**src/rtl/rst_sequencer.sv**
```systemverilog
// Staged reset sequencer: releases memory, then peripheral, then CPU domain resets and records the last reset cause.
// Optional watchdog is built when RST_SEQ_WDT_EN is defined.
module rst_sequencer #(
  parameter int unsigned HOLD_CYCLES    = 16,
  parameter int unsigned STAGGER_CYCLES = 8,
  parameter int unsigned SYNC_STAGES    = 2,
  parameter int unsigned WDT_CYCLES     = 1048576
) (
  input  logic       wb_clk_i,
  input  logic       wb_rst_i,
  input  logic       ext_rst_n_i,
  input  logic       sw_rst_req_i,
  input  logic       lock_i,
  input  logic       wdt_kick_i,
  output logic       mem_rst_o,
  output logic       periph_rst_o,
  output logic       cpu_rst_o,
  output logic       rst_done_o,
  output logic [1:0] rst_cause_o
);

  localparam int unsigned MAX_CYC = (HOLD_CYCLES > STAGGER_CYCLES) ? HOLD_CYCLES : STAGGER_CYCLES;
  localparam int unsigned CNT_W   = (MAX_CYC > 1) ? $clog2(MAX_CYC) : 1;
  localparam logic [CNT_W-1:0] HOLD_LOAD    = CNT_W'(HOLD_CYCLES - 1);
  localparam logic [CNT_W-1:0] STAGGER_LOAD = CNT_W'(STAGGER_CYCLES - 1);

  typedef enum logic [2:0] {HOLD, WAIT_LOCK, REL_MEM, REL_PERIPH, RUN} state_t;

  state_t                 state;
  logic [CNT_W-1:0]       cnt;
  logic [SYNC_STAGES-1:0] ext_sync;
  logic                   ext_trig_c;
  logic                   lock_trig_c;
  logic                   wdt_trig_c;
  logic                   trig_c;
  logic [1:0]             cause_c;

  // Button synchronizer; flops idle at 1 (button released)
  always_ff @(posedge wb_clk_i) begin
    if (wb_rst_i) ext_sync <= '1;
    else          ext_sync <= {ext_sync[SYNC_STAGES-2:0], ext_rst_n_i};
  end

  assign ext_trig_c  = ~ext_sync[SYNC_STAGES-1];
  assign lock_trig_c = ~lock_i && ((state == REL_MEM) || (state == REL_PERIPH) || (state == RUN));

`ifdef RST_SEQ_WDT_EN
  localparam int unsigned WDT_W = (WDT_CYCLES > 1) ? $clog2(WDT_CYCLES) : 1;
  localparam logic [WDT_W-1:0] WDT_LAST = WDT_W'(WDT_CYCLES - 1);

  logic [WDT_W-1:0] wdt_cnt;

  // Counts only while running; a kick on the expiry cycle still wins
  always_ff @(posedge wb_clk_i) begin
    if (wb_rst_i || (state != RUN) || wdt_kick_i) wdt_cnt <= '0;
    else                                          wdt_cnt <= wdt_cnt + WDT_W'(1);
  end

  assign wdt_trig_c = (state == RUN) && ~wdt_kick_i && (wdt_cnt == WDT_LAST);
`else
  localparam int unsigned unused_wdt_cycles = WDT_CYCLES;
  logic unused_wdt_kick;

  assign unused_wdt_kick = wdt_kick_i;
  assign wdt_trig_c      = 1'b0;
`endif

  assign trig_c = wb_rst_i | lock_trig_c | ext_trig_c | wdt_trig_c | sw_rst_req_i;

  // Cause of the highest-priority active trigger
  always_comb begin
    cause_c = 2'b10;
    if (wb_rst_i || lock_trig_c) cause_c = 2'b00;
    else if (ext_trig_c)         cause_c = 2'b01;
    else if (wdt_trig_c)         cause_c = 2'b11;
  end

  always_ff @(posedge wb_clk_i) begin
    if (trig_c) begin
      state        <= HOLD;
      cnt          <= HOLD_LOAD;
      mem_rst_o    <= 1'b1;
      periph_rst_o <= 1'b1;
      cpu_rst_o    <= 1'b1;
      rst_done_o   <= 1'b0;
      rst_cause_o  <= cause_c;
    end else begin
      case (state)
        HOLD: begin
          if (cnt == '0) state <= WAIT_LOCK;
          else           cnt   <= cnt - CNT_W'(1);
        end
        WAIT_LOCK: begin
          if (lock_i) begin
            state     <= REL_MEM;
            mem_rst_o <= 1'b0;
            cnt       <= STAGGER_LOAD;
          end
        end
        REL_MEM: begin
          if (cnt == '0) begin
            state        <= REL_PERIPH;
            periph_rst_o <= 1'b0;
            cnt          <= STAGGER_LOAD;
          end else begin
            cnt <= cnt - CNT_W'(1);
          end
        end
        REL_PERIPH: begin
          if (cnt == '0) begin
            state      <= RUN;
            cpu_rst_o  <= 1'b0;
            rst_done_o <= 1'b1;
          end else begin
            cnt <= cnt - CNT_W'(1);
          end
        end
        RUN: ;
        default: state <= HOLD;
      endcase
    end
  end

endmodule

```
**config.mk**
```make
export PLATFORM = sky130hd
export DESIGN_NAME = rst_sequencer
export DESIGN_NICKNAME = d
export VERILOG_FILES = /design/src/rtl/rst_sequencer.sv
export SDC_FILE = /design/constraint.sdc
export NUM_CORES = 1
export LEC_CHECK = 0
export BUFFER_PORTS_ARGS = -buffer_cell sky130_fd_sc_hd__buf_4
export CAP_MARGIN = 20
export CORE_MARGIN = 1.5
export CORE_UTILIZATION = 45
export DETAILED_ROUTE_END_ITERATION = 12
export PLACE_DENSITY = 0.63
export SYNTH_ARGS = -nofsm -noshare
export SYNTH_HDL_FRONTEND = slang
export SYNTH_SLANG_ARGS = --single-unit
export TNS_END_PERCENT = 5
```
**constraint.sdc**
```tcl
create_clock -name wb_clk_i -period 3.3 [get_ports wb_clk_i]
set_clock_uncertainty 0.1 [all_clocks]
set_input_delay 0.165 -clock wb_clk_i [delete_from_list [all_inputs] [get_ports wb_clk_i]]
set_output_delay 0.165 -clock wb_clk_i [all_outputs]
set_load 0.01 [all_outputs]
```
==> impl_metrics.tcl, run 1 <==
set metrics [dict create \
    grt_pass1_wl_um 2221 \
    cts_tree "built" \
    synth_flop_cell "dfxtp_1" \
    die_width_um 42.28 \
    ctsHoldBuffers 1 \
    wl_per_cell_um 13.32 \
    chipHeight_um 42.28 \
    diodes 0 \
    min_to "cpu_rst_o" \
    max_slew.worst_pin.slew_ps 754.0 \
    cts_buffers 3 \
    top_usage_layer "met2" \
    timing.final.hold_violations 0 \
    core_area_um2 1366 \
    firstDrtPassIters 3 \
    ys_seq_elements 15 \
    yosys.area_share.adder_pct 1.802 \
    cp.buffers_inverters 1 \
    placed_cells 97 \
    cp.arrival_ps 2240 \
    yosysSeqAreaShare_pct 46.13 \
    fin_tns_setup_ps 0 \
    criticalPathCategory "reg2reg" \
    gr-usage-met3_pct 7.759 \
    max_stage_delay_ps 640 \
    fin_crit_sh_pct 66.43 \
    syn_to_final_growth_pct 15.86 \
    cp_data_required_time_ps 3350 \
    multi_input_area_um2 326.6 \
    setup_viol 0 \
    dp_hpwl_um 941.7 \
    path_common_cell "nor3b_1" \
    slowest_stage "nor3b_1" \
    netlist_top_cells_count "13 x dfxtp_1, 6 x inv_1, 6 x nand2_1, 5 x nand3_1, 4 x o21ai_0" \
    yosysTopAreaCellShare_pct 37.48 \
    drt_iter0_drc 11 \
    worstHoldStart "sw_rst_req_i" \
    netlist_instances 75 \
    cts.sinks 15 \
    use_met2_pct 26.46 \
    p_per_area_nw_per_um2 394.5 \
    status "finished, final reports clean" \
    maxCapViolations 0 \
    synth_area_leaders "dfxtp_1 37%, edfxtp_1 8.6%, nand3_1 3.6%, nor4b_4 3.4%, inv_1 3.2%" \
    synth-async-reset-ratio_pct 0 \
    grt_max_degree 11 \
    syn_area_um2 694.4 \
    synthSimpleGateAreaFrac_pct 28.47 \
    post_cts_resized 0 \
    ys_warn_count 0 \
    ir_worst_vdd_mv 0.3175 \
    cp-start-kind "flop" \
    avgSynthCellArea_um2 9.259 \
    vias_per_cell 5.529 \
    grt_usage_pct 16.71 \
    met1_usage_pct 20.70 \
    overflow 0 \
    syn-num-nets 82 \
    timing.hold.ws_ps 6.339 \
    cts_buffer_depth 2 \
    die-area_um2 1788 \
    final.min_clock_period_ps 2192 \
    synth_mux_area_share_pct 0 \
    clk_latency_ps 290 \
    ys_types 34 \
    antenna_found_initial 0 \
    start_util_pct 50.82 \
    r2r-end "cnt[0]" \
    synth_xor_area_share_pct 0 \
    cp_max_fo 7 \
    relSlewSlack_pct 49.63 \
    holdPathStages 3 \
    power_leakage_uw 0.0003274 \
    cts_setup_buffers 0 \
    seq_area_um2 320.3 \
    cp-end-kind "flop" \
    grt_pass1_vias 523 \
    cts-root-buf "clkbuf_4" \
    layoutNonFillerInstCount 102 \
    crit_chain "inv_1 > ha_1 > nor3b_1 > nor3b_1 > or3_1 > o211ai_1" \
    num_rows 13 \
    fill_cells 132 \
    vias 564 \
    timing.fmax_mhz 456.2 \
    rsz0062_at_grt "false" \
    yosys.area.top_type "dfxtp_1" \
    min_path_type "in2reg" \
    reg2reg_setup_slack_ps 1110 \
    final_nets 95 \
    ant_nets 0 \
    gp_congestion 0.7813 \
    synth_compound_area_share_pct 16.76 \
    fin_util_pct 58.88 \
    synth_most_common_cell "dfxtp_1" \
    synth_edf_count 2 \
    worstReg2RegStart "cnt[0]" \
    path_delay_family "simple AND/OR/NAND/NOR gates" \
    htreeDepth 1 \
    io_pins 12 \
    drv_slew 0 \
    clkTransAtPathRegs_ps 90 \
    drcViolationCount 0 \
    drive_gt1_share_pct 20.69 \
    synth_top_family_by_area "simple AND/OR/NAND/NOR gates" \
    ff2ff_path_depth 6 \
    wirelength_um 1359 \
    io_buffers 10 \
]
==> layout make-up <==
class / count / share of cell area [%]
clock buffers: 3 / 2.799
clock inverters: 1 / 0.6221
inverters: 7 / 3.266
multi-input cells: 50 / 40.59
flip-flops and latches: 15 / 39.81
well taps: 15 / 2.333
repair buffers: 11 / 10.58
==> power by group <==
part / internal [µW] / total, µW / switching, µW / leakage [µW]
Clock: 45.0 / 106 / 60.9 / 0.0000177
Sequential: 189 / 191 / 1.56 / 0.000127
Combinational: 10.8 / 20.8 / 10.0 / 0.000182
==> per-stage QoR <==
stage	total power (µW)	worst slack [ps]	area (µm²)
CTS	320.7	1146	804.5
global route	332.0	981.5	804.5
detailed placement	214.9	1179	767.0
floorplan	204.3	1379	694.4
finish	317.4	1108	804.5
global placement	214.8	1185	767.0
==> logic make-up after synthesis <==
kind of cell | count (synthesis)
AOI/OAI and AO/OA | 17
adders and majority gates | 1
buffers and inverters | 10
DFF | 15
and+or+nand+nor | 32
==> how the worst max path moves through the flow <==
stage,from,endpoint,slack [ps],cells past startpoint
after floorplan,cnt[0],cnt[3],1380,6
after global placement,cnt[0],cnt[2],1190,6
after detailed placement,cnt[0],cnt[0],1180,6
after CTS,cnt[0],cnt[0],1150,6
after global routing,cnt[0],cnt[0],980,6
final,cnt[0],cnt[0],1110,6
==> routing by layer <==
metal / vias up / wire length [µm]
met2: 12 / 620
li1: 290 / -
met3: 0 / 74
met5: - / 0
met1: 262 / 665
met4: 0 / 0
==> state kept, by name, summed over array words and instances (netlist names) <==
| name | cells |
|---|---|
| state | 3 |
| rst_done_o | 1 |
| mem_rst_o | 1 |
| cpu_rst_o | 1 |
| ext_sync | 2 |
| cnt | 4 |
| rst_cause_o | 2 |
| periph_rst_o | 1 |
==> layout by cell type, fill, tap and decap left out, drive strengths merged, types with 2 or more instances in the layout <==
cell	netlist	routed
dfxtp	13	13
clkbuf	0	3
nand2	6	6
nor3b	3	3
or2	2	2
o21ai	4	4
inv	7	7
nor2	3	3
buf	3	10
nand3	5	5
nor3	3	3
a21oi	3	3
a21o	2	2
edfxtp	2	2
==> worst min-delay path: stages <==
cell     delay (ps)
buf_4            90
nor4b_4          60
nand2_1          50
No activity file was read; power rests on OpenSTA's default activity.
==> run 2: changes to the inputs <==
clock period = 2.3 ns   (was 3.3 ns; I/O delays follow)
==> run 2 against run 1 <==
  * Via count grew 6.9%
  * Sequential power grew 43%
  * Worst hold slack gained 75 ps
  * Clock-buffer cell count grew 1
  * Die area is the same
  * Sequential cell count is the same
  * Critical endpoint is now cpu_rst_o
==> impl_metrics.tcl, run 2 (synthesis gave the netlist of run 1 again) <==
set metrics [dict create \
    final.min_clock_period_ps 2164 \
    drv_slew 0 \
    core_area_um2 1366 \
    preCtsSetupSlack_ps 230.2 \
    final_cell_mix "13 x dfxtp_1, 11 x buf_4, 6 x inv_1, 6 x nand2_1" \
    firstDrtPassIters 4 \
    drcViolationCount 0 \
    ant_nets 0 \
    overflow 0 \
    vias 603 \
    timing.fmax_mhz 462.2 \
    die-area_um2 1788 \
    fin_tns_setup_ps 0 \
    criticalPathCategory "reg2reg" \
    num_rows 13 \
    htreeDepth 1 \
    p_per_area_nw_per_um2 535.5 \
    drive_gt1_share_pct 19.57 \
    cp-end-kind "flop" \
    cp-start-kind "flop" \
    cp.arrival_ps 2290 \
    fin_ws_ps 136.4 \
    top_register "cnt" \
    rsz0062_at_grt "false" \
    diodes 0 \
    status "finished, final reports clean" \
    dp_hpwl_um 1063 \
    grt_pass1_wl_um 2484 \
    power_leakage_uw 0.0003470 \
    cp_max_fo 10 \
    chipHeight_um 42.28 \
    ir_worst_vdd_mv 0.4775 \
    io_pins 12 \
    io_buffers 10 \
    maxCapViolations 0 \
    vias_per_cell 5.636 \
    cts-root-buf "clkbuf_4" \
    drt_iter0_drc 11 \
    clk_latency_ps 280 \
    seq_area_um2 320.3 \
    cts_tree "built" \
    largest_reg_flops 4 \
    max_slew.worst_pin.slew_ps 527.4 \
    layout_commonest_cell "dfxtp_1" \
    timing.final.hold_violations 0 \
    top_regs "cnt: 4 flops, state: 3 flops" \
    die_width_um 42.28 \
    cts_setup_buffers 0 \
    fill_cells 123 \
    gp_congestion 0.7645 \
    setup_viol 0 \
    cts_buffers 3 \
    cts_buffer_depth 2 \
    min_path_type "in2reg" \
    cts.sinks 15 \
    antenna_found_initial 0 \
    fin_crit_sh_pct 94.07 \
    multi_input_area_um2 326.6 \
    wl_per_cell_um 13.76 \
    clkTransAtPathRegs_ps 80 \
    cp_data_required_time_ps 2430 \
    wirelength_um 1472 \
    grt_pass1_vias 546 \
    grt_usage_pct 18.70 \
    final_nets 100 \
    syn_to_final_growth_pct 22.52 \
    start_util_pct 50.82 \
    relSlewSlack_pct 64.36 \
    p_total_uw 455.6 \
    grt_max_degree 11 \
]
-- run 2: stage by stage --
stage / util, % / hold WS, ps / instance area (µm²) / cells
after floorplan: - / 118.8 / 694.4 / 75
after global routing: 62.27 / 70.89 / 850.8 / 107
after detailed placement: 56.68 / 206.0 / 774.5 / 98
after CTS: 62.27 / 76.34 / 850.8 / 107
final: 62.27 / 80.99 / 850.8 / 107
after global placement: 56.68 / 198.9 / 774.5 / 98
-- run 2: power by group --
group | leakage, µW | internal (µW) | switching, µW
clock network | 0.0000150 | 67.3 | 78.6
registers | 0.000127 | 271 | 2.38
logic | 0.000205 | 20.1 | 16.1
-- run 2: timing repair --
item                                   in CTS  in global routing
endpoints found under the hold margin       6                  0
hold buffers                                5                  0
gates resized for setup                     0                  0
-- run 2: final timing paths --
kind	slack (ps)	cells past startpoint	endpoint	startpoint
setup / recovery	140	5	cpu_rst_o	state[2]
hold / removal	80	3	state[1]	lock_i
setup reg to reg	140	5	cpu_rst_o	state[2]
hold reg to reg	320	1	ext_sync[1]	ext_sync[0]
-- run 2: cell type report --
cell class                      count  area share, %
Clock buffer                        4          3.088
Inverter                            7          3.088
Multi-Input combinational cell     50          38.38
Sequential cell                    15          37.65
Tap cell                           15          2.206
Timing Repair Buffer               16          15.59
-- run 2: per-layer routing --
metal	part of all wire (%)	vias to the layer above	GRT usage [%]	wire length, µm
li1	-	302	-	-
met1	49	267	25.80	720
met2	43	29	26.46	628
met3	7.1	5	7.759	104
met4	1.3	0	5.625	19
met5	0	-	0	0
-- run 2: worst max-delay path, cell delays in order (launching register included) --
cell	delay (ps)
dfxtp_1	510
or3b_1	410
a21oi_1	320
nor4b_4	120
dlygate4sd3_1	590
nand2_1	60
